[config.mk]
export PLATFORM = sky130hd
export DESIGN_NAME = uart_frame_parser
export DESIGN_NICKNAME = d
export VERILOG_FILES = /design/src/rtl/uart_frame_pkg.sv /design/src/rtl/uart_gap_timer.sv /design/src/rtl/uart_frame_parser.sv
export SDC_FILE = /design/constraint.sdc
export NUM_CORES = 1
export LEC_CHECK = 0
export ABC_CLOCK_PERIOD_IN_PS = 2980
export BUFFER_PORTS_ARGS = -buffer_cell sky130_fd_sc_hd__buf_2
export CAP_MARGIN = 20
export CORE_MARGIN = 8
export CORE_UTILIZATION = 57
export DETAILED_ROUTE_END_ITERATION = 16
export PLACE_DENSITY = 0.77
export SLEW_MARGIN = 30
export SYNTH_ARGS = -nofsm -noshare
export SYNTH_HDL_FRONTEND = slang
export SYNTH_HIERARCHICAL = 1
export SYNTH_SLANG_ARGS = --single-unit
[constraint.sdc]
create_clock -name clock -period 2.98 [get_ports clock]
set_input_delay 0.149 -clock clock [delete_from_list [all_inputs] [get_ports clock]]
set_output_delay 0.149 -clock clock [all_outputs]
set_load 0.01 [all_outputs]
[src/rtl/uart_frame_pkg.sv]
// Shared definitions for the UART command-frame parser: state encoding,
// frame constants and the frame checksum.
package uart_frame_pkg;

  typedef enum logic [2:0] {
    S_IDLE = 3'd0,
    S_CMD  = 3'd1,
    S_ADDR = 3'd2,
    S_DATA = 3'd3,
    S_CHK  = 3'd4
  } state_t;

  localparam int unsigned FRAME_LEN    = 5;
  localparam logic [7:0]  DEFAULT_SYNC = 8'hAA;

  function automatic logic [7:0] chk_xor(input logic [7:0] op,
                                         input logic [7:0] addr,
                                         input logic [7:0] data);
    return op ^ addr ^ data;
  endfunction

endpackage

[src/rtl/uart_gap_timer.sv]
// Inter-byte gap timer: counts idle cycles while enabled and flags the cycle
// on which the gap limit is reached without a clearing event.
module uart_gap_timer #(
  parameter int unsigned timeout_cycles = 50000
) (
  input  logic clock,
  input  logic reset,
  input  logic clear,
  input  logic enable,
  output logic expired
);

  localparam logic [15:0] LAST = 16'(timeout_cycles - 1);

  logic [15:0] count;

  // A clear in the expiry cycle wins, so a late-but-in-time byte is never lost.
  assign expired = enable && !clear && (count == LAST);

  always_ff @(posedge clock) begin
    if (reset || clear || expired || !enable) begin
      count <= 16'd0;
    end else begin
      count <= count + 16'd1;
    end
  end

endmodule

[src/rtl/uart_frame_parser.sv]
// Assembles SYNC/CMD/ADDR/DATA/CHK frames from the UART byte stream, checks
// the XOR checksum and inter-byte gap, and presents commands on valid/ready.
module uart_frame_parser
  import uart_frame_pkg::*;
#(
  parameter logic [7:0]  sync_byte      = DEFAULT_SYNC,
  parameter int unsigned timeout_cycles = 50000
) (
  input  logic       clock,
  input  logic       reset,
  input  logic [7:0] rx_data,
  input  logic       rx_done,
  output logic       cmd_valid,
  input  logic       cmd_ready,
  output logic [7:0] cmd_op,
  output logic [7:0] cmd_addr,
  output logic [7:0] cmd_data,
  output logic       err_checksum,
  output logic       err_timeout,
  output logic       err_overrun
);

  state_t     state;
  logic [7:0] op_s;
  logic [7:0] addr_s;
  logic [7:0] data_s;
  logic       expired;
  logic       out_free;

  uart_gap_timer #(.timeout_cycles(timeout_cycles)) gap_timer (
    .clock   (clock),
    .reset   (reset),
    .clear   (rx_done),
    .enable  (state != S_IDLE),
    .expired (expired)
  );

  assign out_free = !cmd_valid || cmd_ready;

  always_ff @(posedge clock) begin
    if (reset) begin
      state        <= S_IDLE;
      cmd_valid    <= 1'b0;
      cmd_op       <= 8'd0;
      cmd_addr     <= 8'd0;
      cmd_data     <= 8'd0;
      err_checksum <= 1'b0;
      err_timeout  <= 1'b0;
      err_overrun  <= 1'b0;
    end else begin
      err_checksum <= 1'b0;
      err_timeout  <= 1'b0;
      err_overrun  <= 1'b0;
      if (cmd_valid && cmd_ready) begin
        cmd_valid <= 1'b0;
      end
      if (expired) begin
        state       <= S_IDLE;
        err_timeout <= 1'b1;
      end else if (rx_done) begin
        case (state)
          S_IDLE: if (rx_data == sync_byte) state <= S_CMD;
          S_CMD: begin
            op_s  <= rx_data;
            state <= S_ADDR;
          end
          S_ADDR: begin
            addr_s <= rx_data;
            state  <= S_DATA;
          end
          S_DATA: begin
            data_s <= rx_data;
            state  <= S_CHK;
          end
          S_CHK: begin
            state <= S_IDLE;
            if (chk_xor(op_s, addr_s, data_s) != rx_data) begin
              err_checksum <= 1'b1;
            end else if (out_free) begin
              // Loading here overrides the accept-clear above, keeping valid high.
              cmd_valid <= 1'b1;
              cmd_op    <= op_s;
              cmd_addr  <= addr_s;
              cmd_data  <= data_s;
            end else begin
              err_overrun <= 1'b1;
            end
          end
          default: state <= S_IDLE;
        endcase
      end
    end
  end

endmodule

==> key figures <==
Detailed routing
  – WL met1: 2.40 mm
  – WL per Instance: approximately 14 um
  – WL final: 5.43 mm
  – Met3 wire len: 265 um
  – DRC viols: 0
  – Routed vias: between 1500 and 2000
  – Via density per instance: 5.09
  – Initial DRC count: 86
  – Top sig layer: met4
  – Router iterations before antenna repair: 4
  – Routed met2 length: 2.66 mm
  – Final ANT Viol Nets: 0

Setup path
  – Worst path cell trace: ha_1 -> and3_2 -> nand4_1 -> nor2_1 -> or4_1 -> nor4_4 -> buf_12 -> mux2i_1
  – Crit start category: flip-flop
  – Max stage delay cell, worst path: or4_1
  – CP max stage delay: 570 ps
  – Largest fanout on the critical path: 24
  – R2R setup slack: 580 ps
  – Worst Path Arrival: 2660 ps
  – Worst Path Required: 3240 ps
  – CP top delay family: simple AND/OR/NAND/NOR gates
  – Crit. End Element: flip-flop
  – Crit path buf inv count: 1
  – Critical path start-end classification: reg -> reg

Floorplanning
  – Core ar.: between 5000 and 6000 sq um
  – # IOs: 40
  – Full die area: 8080 sq um
  – DIE HEIGHT: 89.9 um
  – Initial Utilization: roughly 58%
  – Row cnt: 27
  – Overall die width: 89.9 um

Logic synthesis
  – Synth Cell Area: between 3000 and 4000 sq um
  – Top area cells in the synthesized netlist: dfxtp_1, edfxtp_1, nand2b_1, mux2i_1, xnor2_1
  – Ys Warns: 6
  – Simple-gate area share of the yosys netlist: 24.0%
  – Largest area contributor in the netlist: dfxtp_1
  – Top_reg_cell synth: dfxtp_1
  – Gate Count Post-Synth: 272
  – Largest family of logic cells by synthesized area: simple AND/OR/NAND/NOR gates
  – Syn_area_per_cell: 11.4 sq um
  – Top-area cell type share of the netlist area: roughly 30%
  – Commonest cells post-synth: dfxtp_1, nand2b_1, edfxtp_1, mux2i_1, xnor2_1
  – Post-synth ARST share: 0%
  – EDFF count, synth: 24
  – Distinct cells, synth: 42
  – Flops & latches, synth: slightly above 70
  – Post-Syn Nets: 285
  – Mux share of post-synthesis cell area: 7.71%
  – Seq/Total Area, Yosys: 53.4%
  – Synth Area in Adders: 0.402%
  – Synth Area in XOR/XNOR: roughly a tenth
  – Synth Area in Compound Gates: 1.89%
  – Count leader, synth: dfxtp_1

Layout
  – Non-filler cells, final: 389
  – Layout area overhead: 13.1%
  – Final net count: 325
  – Final instance area: 3520 sq um
  – Final core utilization: around two thirds
  – # diodes: 0
  – Share of cells above drive strength 1: 18.6%

CTS
  – H-tree Lvls: 3
  – CTS root buf: clkbuf_8
  – Clk buf depth: 2
  – Clock insertion delay at the later pin of the skew report: 340 ps
  – Post CTS Setup Buffer Count: 0
  – Post-cts repair resize count: 0
  – Clk slew on worst S/H paths: 70 ps
  – CTS tree: yes
  – Cts bufs inserted: 9
  – Sink Count: just over 70
  – Post-CTS Hold Buffers: 0

STA
  – Fin. Hold Viols: 0
  – Setup_tns: 0 ps
  – Slew headroom: 49.7%
  – Unrepaired setup endpoints after global routing: no
  – FMAX: 418 MHz
  – Min Tclk post-route: between 2000 and 2500 ps
  – Final Cycle Share: between 80% and 90%
  – Slew @ Worst Pin: 754 ps
  – Clk_skew: 9.34 ps
  – # setup viols final: 0
  – Hold slack: 65.8 ps
  – Fin. max-slew vios: 0

Global routing
  – First-pass GRT wire length: 9.49 mm
  – Number of global-route vias before repair: about 2100
  – Largest net degree at the start of global routing: 58
  – Gr usage total: 14.5%
  – Total grt overflow: 0
  – Antenna violations before repair: 0

Power
  – Comb pwr share: 3.1%
  – Sw Share: about a fifth
  – Clock network power share: between 30 and 40%
  – PwrDens: around 490 nW/um^2
  – Leak: between 0.001 and 0.0015 uW
  – Pint: 1370 uW
  – Sequential power share: 58.1%
  – Worst VDD drop: 0.000327 V
  – Switch Pwr: approximately 350 uW

Job
  – Number of max-cap violations: 0

Place
  – I/O Buffers: 39
  – Gpl congestion: 0.850
  – Post-place instance area: ~3400 sq um
  – DP HPWL: 3.73 mm
  – Inst Count DP: 373

Min path
  – Hold crit path type: in -> reg

Status
  – Status: finished clean
[layout by cell type, fill, tap and decap left out, drive strengths merged]
cell type	instances
dfxtp	47
nand2b	45
buf	40
xnor2	24
mux2i	24
edfxtp	24
nor2	18
clkbuf	14
xor2	13
nand4	9
and3	6
nand3	6
nand2	5
nor3	5
nor2b	4
or2b	4
and3b	3
a21oi	3
or3	2
clkinv	2
nor4b	2
and2	2
nor4	2
and4	2
nor3b	1
or4	1
o21ba	1
o211ai	1
o211a	1
nor4bb	1
and4bb	1
a21o	1
and4b	1
o21ai	1
ha	1
[final timing paths]
kind                                    startpoint                  to  cells past startpoint
worst max-delay path            gap_timer/count[0]         cmd_addr[5]                      8
worst min-delay path                    rx_data[6]             op_s[6]                      1
worst max register to register  gap_timer/count[0]         cmd_addr[5]                      8
worst min register to register  gap_timer/count[0]  gap_timer/count[0]                      1
[metrics by stage]
stage	setup slack, ps	power, uW
global placement	671	1070
finish	585	1720
floorplan	615	1060
CTS	553	1740
global route	412	1800
detailed placement	570	1070
[layer usage]
layer  track usage, %  up-vias
met1             15.8      909
met4             7.35        0
met2             24.2       42
met5                0        -
li1                 -     1020
met3             5.24        8
[power groups by stage]
stage	Combinational [uW]	Sequential, uW	Clock [uW]
floorplan	34.1	1020	0
global placement	53.1	1020	0
detailed placement	53.8	1020	0
CTS	53.8	999	692
global route	59.5	998	738
finish	53.5	999	666
[sequential cells by signal, indices dropped and copies added, names as in the netlist, 3 cells and up]
| register | cells |
|---|---|
| addr_s | 8 |
| cmd_addr | 8 |
| cmd_data | 8 |
| cmd_op | 8 |
| data_s | 8 |
| gap_timer/count | 16 |
| op_s | 8 |
| state | 3 |
[area by class of cell]
cell class              count  area [sq um]
fillers                   440          1880
flip-flops and latches     71          1660
multi-input cells         190          1380
repair buffers             40           215
clock buffers              14           163
well taps                  72          90.1
clock inverters             2          7.51
[cell families (layout without fill, tap and decap cells)]
| family | Yosys count | in the layout |
|---|---|---|
| AOI/OAI and AO/OA | 8 | 8 |
| xor gates and xnor gates | 37 | 37 |
| adders and majority gates | 1 | 1 |
| buffers and inverters | 11 | 56 |
| DFF | 71 | 71 |
| muxes | 24 | 24 |
| and+or+nand+nor | 120 | 120 |
[worst reg2reg max path: stages (launching register included)]
cell	delay, ps
dfxtp_1	320
ha_1	270
and3_2	250
nand4_1	130
nor2_1	100
or4_1	570
nor4_4	220
buf_12	230
mux2i_1	230
Note: power is estimated with default switching activity, not from simulation.
